--- src/rtl/micro_sequencer.sv ---
// Microprogram sequencer: owns the micro-PC, resolves branch conditions against
// datapath status and drives control bits while a microprogram runs.
module micro_sequencer #(
    parameter int AW         = 5,
    parameter int DW         = 23,
    parameter int CW         = 15,
    parameter int DEPTH      = 18,
    parameter int START_ADDR = 0,
    parameter int CNT_W      = 16
) (
    input  logic             clk,
    input  logic             rst_n,
    input  logic             start,
    input  logic [2:0]       status,
    output logic [AW-1:0]    rom_addr,
    input  logic [DW-1:0]    rom_data,
    output logic [CW-1:0]    ctrl,
    output logic             busy,
    output logic             done,
    output logic             err,
    output logic [CNT_W-1:0] cycles
);

    typedef enum logic [1:0] {IDLE, RUN, DONE, ERR} state_t;

    localparam logic [AW-1:0] START = AW'(START_ADDR);
    localparam logic [AW:0]   LIMIT = (AW+1)'(DEPTH);

    state_t         state;
    logic [AW-1:0]  upc;
    logic [2:0]     cond;
    logic [AW-1:0]  target;
    logic [AW:0]    inc;
    logic [AW:0]    nxt;
    logic           taken;
    logic           halt;
    logic           illegal;

    // One extra bit on the next address so upc+1 wrapping past the top is caught by the range check.
    always_comb begin
        cond   = rom_data[CW+AW+2 -: 3];
        target = rom_data[CW+AW-1 -: AW];
        inc    = {1'b0, upc} + (AW+1)'(1);
        case (cond)
            3'd0:    taken = 1'b0;
            3'd1:    taken = status[0];
            3'd2:    taken = status[1];
            3'd3:    taken = status[2];
            3'd4:    taken = 1'b1;
            3'd5:    taken = !status[0];
            3'd6:    taken = !status[1];
            default: taken = !status[2];
        endcase
        nxt     = taken ? {1'b0, target} : inc;
        halt    = (cond == 3'd4) && (target == upc);
        illegal = (nxt >= LIMIT);
    end

    always_comb begin
        ctrl = '0;
        if (state == RUN)
            ctrl = rom_data[CW-1:0];
    end

    assign rom_addr = upc;

    always_ff @(posedge clk or negedge rst_n) begin
        if (!rst_n) begin
            state  <= IDLE;
            upc    <= START;
            cycles <= '0;
            busy   <= 1'b0;
            done   <= 1'b0;
            err    <= 1'b0;
        end else begin
            case (state)
                IDLE, DONE, ERR: begin
                    if (start) begin
                        state  <= RUN;
                        upc    <= START;
                        cycles <= '0;
                        busy   <= 1'b1;
                        done   <= 1'b0;
                        err    <= 1'b0;
                    end
                end
                RUN: begin
                    if (cycles != '1)
                        cycles <= cycles + CNT_W'(1);
                    if (halt) begin
                        state <= DONE;
                        busy  <= 1'b0;
                        done  <= 1'b1;
                    end else if (illegal) begin
                        state <= ERR;
                        busy  <= 1'b0;
                        err   <= 1'b1;
                    end else begin
                        upc <= nxt[AW-1:0];
                    end
                end
                default: state <= IDLE;
            endcase
        end
    end

endmodule
--- config.mk ---
export PLATFORM = sky130hd
export DESIGN_NAME = micro_sequencer
export DESIGN_NICKNAME = d
export VERILOG_FILES = /design/src/rtl/micro_sequencer.sv
export SDC_FILE = /design/constraint.sdc
export NUM_CORES = 1
export LEC_CHECK = 0
export ABC_AREA = 1
export CELL_PAD_IN_SITES_DETAIL_PLACEMENT = 1
export CELL_PAD_IN_SITES_GLOBAL_PLACEMENT = 2
export CORE_MARGIN = 2
export CORE_UTILIZATION = 22
export CTS_CLUSTER_SIZE = 20
export DETAILED_ROUTE_END_ITERATION = 7
export PLACE_DENSITY_LB_ADDON = 0.08
export SETUP_SLACK_MARGIN = 0.3
export SYNTH_ARGS = -nofsm -noshare
export SYNTH_HDL_FRONTEND = slang
export SYNTH_SLANG_ARGS = --single-unit
export TNS_END_PERCENT = 1
--- constraint.sdc ---
create_clock -name clk -period 1.6 [get_ports clk]
set_input_delay 0.48 -clock clk [delete_from_list [all_inputs] [get_ports clk]]
set_output_delay 0.48 -clock clk [all_outputs]
set_load 0.005 [all_outputs]
Word-level counts from Yosys, hierarchy flattened
Index checks and enable logic that the tools add are counted.
{"block": "op_classes", "add_sub_neg": 2, "n_lt_le_gt_ge": 1, "n_eq_ne": 18, "n_mux": 24, "reduce_logical": 12}
{"cell": "2-to-1 mux 16 bit", "count": 2}
{"cell": "one-hot mux 16 bit (2 select lines)", "count": 1}
{"cell": "adder 16 x 1 -> 16 bit (second input constant)", "count": 1}
{"cell": "inequality test 16 bit (second input constant)", "count": 1}
{"cell": "2-to-1 mux 15 bit", "count": 1}
{"cell": "2-to-1 mux 5 bit", "count": 3}
{"cell": "inequality test 2 bit (second input constant)", "count": 5}
{"cell": "one-hot mux 5 bit (2 select lines)", "count": 1}
{"cell": "equality test 3 bit (second input constant)", "count": 3}
{"cell": "2-to-1 mux 1 bit", "count": 7}
{"cell": "one-hot mux 1 bit (7 select lines)", "count": 1}
{"cell": "adder 5 x 1 -> 6 bit (second input constant)", "count": 1}
{"cell": "equality test 3 x 2 -> 1 bit (second input constant)", "count": 2}
{"cell": ">= comparator 6 x 5 -> 1 bit (second input constant)", "count": 1}
{"cell": "2-to-1 mux 2 bit", "count": 3}
{"cell": "2-to-1 mux 6 bit", "count": 1}
{"cell": "one-hot mux 1 bit (2 select lines)", "count": 3}
{"cell": "AND reduction 2 bit", "count": 3}
{"cell": "AND reduction 3 bit", "count": 2}
{"cell": "equality test 5 bit", "count": 1}
{"cell": "equality test 2 bit (second input constant)", "count": 2}
{"cell": "one-hot mux 2 bit (2 select lines)", "count": 1}
{"cell": "equality test 3 x 1 -> 1 bit (second input constant)", "count": 1}
{"cell": "logical NOT 1 bit", "count": 3}
{"cell": "7 further kinds", "count": 7}
{"block": "totals", "ff_bits": 26, "output_inout_bits": 39, "wordCells": 63}

Logic depth before layout (Yosys ltp)
Gate-level depths: netlist (run 1).
{"block": "logic_depth", "ltp_word": 7, "depth_mapped": 14, "mapped_depth_nobuf": 14}

Worst setup path after synthesis (run 1)
OpenSTA, ideal clock, no wires.
{"block": "synth_path", "kind": "register -> register", "startpoint": "register cycles[0]", "endpoint": "register cycles[3]", "setup_ps": 127, "arrival_time_ps": 1488, "required_time_ps": 1473, "slack_ps": -14, "path_stages_with_launch": 10, "n_path_buf": 1, "synth_period_minus_slack_ps": 1614, "path_cell_list": "dfrtp_1 ha_1 nand3_1 inv_1 nand2_1 o31ai_4 buf_6 nor2_1 o21ai_0 a21oi_1"}
{"block": "synth_between", "elab_chain_cells": 3, "word_cells_on_any_way": 6, "cone_classes": "1 x add/sub; 2 x eq/ne; 2 x mux; 1 x reduce/logical"}
{"element": "from (decl)", "line_no": "21", "rtl": "output logic [CNT_W-1:0] cycles"}
{"element": "from (signal assigned)", "line_no": "89", "rtl": "cycles <= cycles + CNT_W'(1);"}
{"element": "adder 16 x 1 -> 16 bit or inequality test 16 bit (tied branches)", "line_no": "89, 88"}
{"element": "2-to-1 mux 16 bit or inequality test 2 x 1 -> 1 bit (tied branches)"}
{"element": "one-hot mux 16 bit (2 select lines) or AND reduction 2 bit (tied branches)"}
Parallel ways exist; a longest one is shown, timed or not. The select of a mux whose other input is x is not followed.
A chain may end at the register's enable or synchronous reset.

Worst setup path after layout (run 1)
{"block": "layout_path", "startpoint": "input port status[0]", "endpoint": "register state[1]"}
{"block": "layout_between", "elab_chain_cells": 6}
{"element": "from (decl)", "line_no": "14", "rtl": "input logic [2:0] status,"}
{"element": "logical NOT 1 bit", "line_no": "50", "rtl": "3'd5: taken = !status[0];"}
{"element": "one-hot mux 1 bit (7 select lines) *", "line_no": "44", "rtl": "case (cond)"}
{"element": "2-to-1 mux 6 bit *", "line_no": "54", "rtl": "nxt = taken ? {1'b0, target} : inc;"}
{"element": ">= comparator 6 x 5 -> 1 bit *", "line_no": "56", "rtl": "illegal = (nxt >= LIMIT);"}
{"element": "inequality test 3 bit (no source line) *"}
{"element": "AND reduction 2 bit (no source line) *"}
{"element": "to (signal assigned)", "line_no": "69", "rtl": "state <= IDLE;"}
{"element": "to (signal assigned)", "line_no": "79", "rtl": "state <= RUN;"}
{"element": "to (signal assigned)", "line_no": "91", "rtl": "state <= DONE;"}
{"element": "to (decl)", "line_no": "29", "rtl": "state_t state;"}
Mark *: on every way between the ends. The rest lies on a longest branch, timed or not.

==> summary by stage, run 1 <==
Synthesis
Counting distinct cell types in the post-synthesis netlist gives 40. Yosys printed 0 warnings. Counting flops and latches in the post-synthesis netlist gives 26.

A synthesized cell averages 7.26 µm². Of the synthesized area, sequential elements account for 33.3%. Synthesis produced 269 cells. Summing every instance area after synthesis gives 0.00195 mm². The number of nets produced by synthesis is 300.

Place
The post-detailed-placement half-perimeter wirelength is 5.47 mm. During placement, the flow inserted port buffers numbering 67. At the placement stage, the worst setup path has a slack of -653 ps.

The final weighted congestion in routability-driven placement is 0.738.

Worst setup path
The top fanout value on the critical path is 7. The worst register-to-register path begins at rom_addr[0]$_DFFE_PN0P_. The critical path starts at status[0]. The arrival time at the worst endpoint is 1860 ps. The data required time at the worst endpoint is 1760 ps.

The worst setup path is launched from an input port. The kind of end point of the critical path is a register. The kind of critical path is in2reg.

Clock tree
The clock-pin slew on the worst setup and hold paths is 90 ps. The number of clock sinks seen by CTS is 26. The tree is rooted in a clkbuf_8.

The quantity of hold-fixing buffers added after cts is 0. The deepest clock path buffer count is 2. The level count of the clock H-tree is 1. The TritonCTS clock tree is built. The insertion delay of the later-clocked pin in the worst-skew pair is 290 ps. The number of clock buffers added by TritonCTS is 3.

Route
After the first detailed-routing iteration, the DRC count stood at 66. The mean number of vias per cell is 4.37. Summed over all nets, wire length on met2 after detailed routing comes to 3.49 mm.

In this run the remaining antenna-violating nets after routing total 0. The top routing layer in use is met4. The count of vias placed by the detailed router is 2,290. The final layout contains routed wiring with a total length of 7.35 mm.

Wire segments on met3 add up to 271 µm in the final route. After detailed routing, the average wire length per cell comes to 14.0 µm. For this run, design rule violations remaining after detail routing come to 0. The number of detailed-route iterations in the first pass is 4. The routed metal-1 wirelength is 3.48 mm.

Timing
The number of hold-slack violations in the final timing report is 0. The number of setup violations in the final report is 26. Once routing completed, OpenROAD measured the worst setup slack at -109 ps. The worst slew margin relative to its limit is 80.8%.

Static timing analysis puts the maximum clock frequency at 585 MHz. For the pin with the worst max-slew slack, the measured transition is 288 ps. Across the routed clock network, the largest skew measured is 15.2 ps. The setup TNS is -1250 ps. Setup repair after global routing could not meet its margin everywhere. Subtracting the final worst setup slack from the clock period gives 1710 ps. The final period utilization is 107%.

The final-report max-slew violation count came to 0.

Die
For this configuration, the core starts out at a cell density of 22.5%. The core region is 0.00868 mm². The vertical extent of the die is 98.2 µm.

The top-level port count is 68. The row count is 34. The die covers 0.00965 mm². The die span in x is 98.2 µm.

Power and ir drop
Of the total power, registers draw 20.4%. The leakage power total is 0.00180 µW. Net switching is 40.9% of the power. The total power density per cell area is 1240 mW/mm². In this run, the combinational gates consume 66.4% of the power. IR analysis of the VDD net gives a maximum drop of 0.000704 V. The clock network power share is 13.1%.

For this design the total switching power over the nets is 1820 µW. The internal power consumption is 2630 µW.

GRT
The first global-routing pass estimated 12.3 mm of wire. Global routing used 15.7% of the available tracks across all layers. The total grt overflow is 0. The via count of the first global-routing pass is 2,487.

Entering global routing, the biggest net connects 27 pins. The number of antenna violations at the first check in global routing is 0.

Final layout
The post-route netlist has 47.6% of its cells at a drive strength greater than 1. The final net count is 448. The top cell types in the final layout, fill and taps aside, are 59 x buf_4, 44 x nand2_1, 36 x inv_1, 34 x buf_6, 26 x buf_2. The leading cell type in the layout, fill and taps excluded is buf_4. From synthesis to final layout, the design area changed by 83.2%. The layout has 1,095 filler cells.

The count of antenna diodes in the layout is 0.

Run status
The flow ran to the end, but the final reports show violations. The final reports fail on setup timing.

Min path
The worst hold path belongs to the class reg2reg. The beginning of the worst hold path is err$_DFFE_PN0P_.

Job
Across the run, the number of max-cap violations was 0.
through the flow:
stage	cell area (µm²)	utilization, %	instances	hold slack, ps	power, µW
final	3580	41.2	524	495	4450
after floorplan	1960	-	269	184	2090
after global routing	3580	41.2	524	530	4800
after detailed placement	3180	36.6	496	485	3540
after CTS	3500	40.3	524	506	4370
after global placement	3180	36.6	496	486	3510
layout make-up:
cell class / instances / area, µm² / area share [%]
Clock buffer: 3 / 41.3 / 1.15
Clock inverter: 1 / 30.0 / 0.839
Inverter: 51 / 195 / 5.45
Multi-Input combinational cell: 186 / 1250 / 35.0
Sequential cell: 26 / 654 / 18.3
Tap cell: 108 / 135 / 3.78
Timing Repair Buffer: 149 / 1270 / 35.5
sequential cells by signal, indices dropped and copies added (netlist names):
name and cells:
busy 1, done 1, err 1, cycles 16
state 2, rom_addr 5
worst max-delay path: stages:
cell and delay [ps]:
clkdlybuf4s15_2 190, inv_2 30, nand2_2 60, nand3_2 90, nand2_4 90, nand3_4 120
buf_12 150, o21ai_4 180, nor2_4 80, a21oi_4 240, o211ai_1 130
power by group through the flow:
stage	clock, µW	combinational [µW]	sequential, µW
after global placement	0	2590	926
after global routing	618	3260	927
after detailed placement	0	2620	928
after floorplan	0	1140	952
after CTS	601	2870	894
final	584	2950	908
cell usage after synthesis, drive strengths merged:
| master | instances | area [µm²] |
|---|---|---|
| nand2 | 61 | 259 |
| inv | 49 | 184 |
| nor2 | 30 | 123 |
| dfrtp | 26 | 651 |
| nand3 | 26 | 170 |
| o21ai | 14 | 73.8 |
| nor3 | 10 | 55.1 |
| nand4 | 8 | 56.3 |
| xor2 | 8 | 70.1 |
| xnor2 | 7 | 61.3 |
| a21oi | 5 | 36.3 |
| buf | 4 | 32.5 |
| o31ai | 4 | 43.8 |
| nand3b | 3 | 35.0 |
| clkbuf | 2 | 7.51 |
| clkinv | 2 | 8.75 |
| ha | 2 | 25.0 |
| o22ai | 2 | 12.5 |
| a21boi | 1 | 7.51 |
| a31o | 1 | 8.76 |
| nor3b | 1 | 12.5 |
| nor4 | 1 | 6.26 |
| o211ai | 1 | 7.51 |
| or2 | 1 | 6.26 |
per-layer routing:
layer / GRT usage (%) / vias to the layer above
met3: 2.29 / 6
met1: 21.4 / 1088
met2: 25.9 / 45
met4: 4.53 / 0
li1: - / 1151
met5: 0 / -
worst paths after layout:
kind | to | slack, ps | depth (start not counted)
max | state[1]$_DFFE_PN0P_ | -110 | 11
min | err$_DFFE_PN0P_ | 490 | 2
max reg2reg | rom_addr[1]$_DFFE_PN0P_ | -90 | 11
min reg2reg | err$_DFFE_PN0P_ | 490 | 2
max in group asynchronous | rom_addr[1]$_DFFE_PN0P_ | 880 | 2
min in group asynchronous | cycles[3]$_DFFE_PN0P_ | 540 | 2
timing repair:
action / 4_1_cts / 5_1_grt
setup buffers: 24 / 0
pin swaps: 39 / 12
endpoints found under the setup margin: 65 / 64
gates resized for setup: 229 / 23
endpoints found under the hold margin: 0 / 0
cell families (layout without fill, tap and decap cells):
logic type / after synthesis / in the layout / share of synthesized area [%]
adder cells (fa/ha/maj): 2 / 2 / 1.28
flip-flops: 26 / 26 / 33.3
buffers and inverters: 57 / 204 / 11.9
AO/OA/AOI/OAI: 28 / 28 / 9.74
XOR/XNOR: 15 / 15 / 6.73
AND/OR/NAND/NOR: 141 / 141 / 37.0
Note: power is estimated with default switching activity, not from simulation.
==> inputs of run 2 (changes only) <==
--- a/config.mk
+++ b/config.mk
@@ -6,13 +6,14 @@
 export NUM_CORES = 1
 export LEC_CHECK = 0
 export ABC_AREA = 1
+export CAP_MARGIN = 20
 export CELL_PAD_IN_SITES_DETAIL_PLACEMENT = 1
 export CELL_PAD_IN_SITES_GLOBAL_PLACEMENT = 2
 export CORE_MARGIN = 2
 export CORE_UTILIZATION = 22
 export CTS_CLUSTER_SIZE = 20
 export DETAILED_ROUTE_END_ITERATION = 7
-export PLACE_DENSITY_LB_ADDON = 0.08
+export PLACE_DENSITY = 0.89
 export SETUP_SLACK_MARGIN = 0.3
 export SYNTH_ARGS = -nofsm -noshare
 export SYNTH_HDL_FRONTEND = slang
==> summary by stage, run 2 (same netlist as run 1, synthesis figures left out) <==
Route
Once detail routing completed, the nets flagged for antenna violations numbered 0. The count of routing violations after the opening detailed-route iteration is 92. The mean number of vias per cell is 4.58.

After detailed routing, the total wire length is 8.48 mm. Across all layers, the routed design uses 2,438 vias. The number of detailed-route iterations in the first pass is 4. The number of remaining DRC errors is 0.

After detailed routing, the average wire length per cell comes to 15.9 µm.

Final layout
In the final layout, the share of cells above drive strength 1 is 51.9%. Leaving out fill and tap cells, the most frequent cell in the layout is buf_4. From synthesis to final layout, the design area changed by 88.1%. The filler cell count is 1,066. The library cells used most frequently in the layout, excluding fill and tap cells, are 66 x buf_4, 42 x nand2_1, 36 x inv_1, 32 x buf_6, 30 x buf_2. The register ranked first by flip-flop count is cycles.

The area of combinational cells with multiple inputs is 0.00127 mm². The final design utilization is 42.3%. The register with the most flip-flops in the layout has 16 of them. The final net count is 456. The count of antenna diodes in the layout is 0.

Summing all flip-flop and latch instances after layout gives 653 µm². The non-filler instance count after layout is 532.

Timing
Across the routed clock network, the largest skew measured is 8.00 ps. The final-report max-slew violation count is 0. Static timing analysis puts the maximum clock frequency at 564 MHz. After layout, the worst setup slack is -172 ps. The time the worst path needs with I/O delays and setup is 1770 ps.

The number of setup violations in the final report is 40. The worst slew margin relative to its limit is 73.6%. The number of hold-slack violations in the final timing report is 0. Dividing the final minimum period by the clock period gives 111%.

Setup repair after global routing could not meet its margin everywhere. At the pin with the least slew margin, the transition time is 396 ps.

Power and ir drop
For this design the static power due to leakage is 0.00184 µW. The maximum ir drop on the vdd rail is 0.000484 V. The total power density per cell area is 1320 mW/mm².

GRT
Summed over all layers, the global routing overflow is 0. The aggregate global-route resource usage is 17.7%. The via count of the first global-routing pass was 2,766.

The largest net degree at the start of global routing is 27. The first global-routing pass estimated 14.0 mm of wire. The number of antenna violations at the first check in global routing is 0.

Clock tree
Clock latency on the worst-skew pair, taken at its later pin, is 280 ps. The TritonCTS clock tree is built. The clock-pin slew on the worst setup and hold paths is 100 ps.

Counting along the longest clock path gives a buffer depth of 2. CTS saw 26 sinks. The quantity of hold-fixing buffers added after cts is 0.

In this run the number of H-tree levels came out at 1. The number of buffers created by CTS is 3. The CTS root buffer is clkbuf_8.

Place
After detailed placement, the design holds a cell count of 501. Buffers placed on the I/O ports in this run total 67. Detailed placement ended at an HPWL of 5.81 mm.

The post-place setup slack is -686 ps. Routability-driven placement finished with a final weighted congestion of 0.888.

Die
From left edge to right edge, the die measures 98.2 µm. The die is 98.2 µm tall. During I/O placement, the number of pins put on the boundary was 68.

After floorplanning, the core was divided into 34 placement rows. The die covers 0.00965 mm². Once the floorplan was initialized, standard cells occupied 22.5% of the core.

In this run the standard cell core region covers 0.00868 mm².

Worst setup path
STA puts the critical path data arrival time at 1940 ps. In this run the worst path has a maximum fanout of 6. STA puts the critical path data required time at 1770 ps. The cell with the biggest individual delay on the critical path is dfrtp_1. STA classifies the critical path startpoint as a register.

On the worst path, the slowest cell contributes a delay of 390 ps. The worst setup path is captured at a register. The critical path goes through inv_2 -> nand2_4 -> buf_8 -> inv_8 -> buf_6 -> nor2_4 -> inv_2 -> o31ai_4 -> nor2_2 -> nand2_2 -> nor3_1 -> nor2_2. The critical path is of the reg2reg type.

Run status
The flow ran to the end, but the final reports show violations. The final reports fail on setup timing.

Job
The number of maximum-capacitance constraint violations is 0.

Min path
The class of the worst hold path is reg2reg.
## run 2: cell count changes in the layout (fill, tap and decap cells not counted), sizes merged
| cell | before | now |
|---|---|---|
| dlygate4sd2 | 10 | 5 |
| buf | 121 | 133 |
| clkdlybuf4s50 | 14 | 17 |
| clkdlybuf4s15 | 4 | 1 |
| dlymetal6s2s | 0 | 1 |
## run 2: final timing paths
kind	from	to	slack, ps	depth (start not counted)
setup / recovery	state[1]$_DFFE_PN0P_	cycles[10]$_DFFE_PN0P_	-170	12
max in group asynchronous	rst_n	rom_addr[3]$_DFFE_PN0P_	890	2
setup reg to reg	state[1]$_DFFE_PN0P_	cycles[10]$_DFFE_PN0P_	-170	12
min in group asynchronous	rst_n	cycles[13]$_DFFE_PN0P_	540	2
hold reg to reg	done$_DFFE_PN0P_	done$_DFFE_PN0P_	520	2
hold / removal	done$_DFFE_PN0P_	done$_DFFE_PN0P_	520	2
## run 2: metal layers
layer  up-vias  part of all wire, %  GRT usage [%]
met2        42                   53           31.7
li1       1168                    -              -
met3        12                  2.7           2.65
met5         -                    0              0
met4         0                  1.2           4.74
met1      1216                   43           22.3
## run 2: report_power, final
group	total (µW)	internal (µW)	leakage, µW	switching, µW
sequential	929	804	0.000341	125
clock	567	335	0.0000357	232
combinational	3350	1690	0.00147	1660
## run 2: timing repair
item,CTS,global route
gates cloned,1,0
resized for setup,241,35
buffers inserted,23,3
endpoints found under the setup margin,65,65
pin swaps,23,12
## run 2: stage by stage
step | hold WS, ps | cell area [µm²] | setup TNS [ps] | power (µW)
2_1_floorplan | 184 | 1960 | -12.8 | 2090
3_3_place_gp | 495 | 3210 | -15320 | 3460
3_5_place_dp | 495 | 3210 | -16840 | 3550
4_1_cts | 533 | 3530 | -3390 | 4600
5_1_grt | 545 | 3670 | -7560 | 5200
6_report | 519 | 3670 | -3680 | 4850
## run 2: worst max-delay path: cells and delay by family, from the launching register on
family / cells / cell delay (ps)
and+or+nand+nor: 6 / 680
buffers and inverters: 5 / 480
DFF: 1 / 390
AOI/OAI and AO/OA: 1 / 110
## run 2: final cells by class
type,count,area share (%)
repair buffers,157,36.5
inverters,51,5.58
clock inverters,1,0.817
multi-input cells,186,34.6
clock buffers,3,1.12
flip-flops and latches,26,17.8
well taps,108,3.68
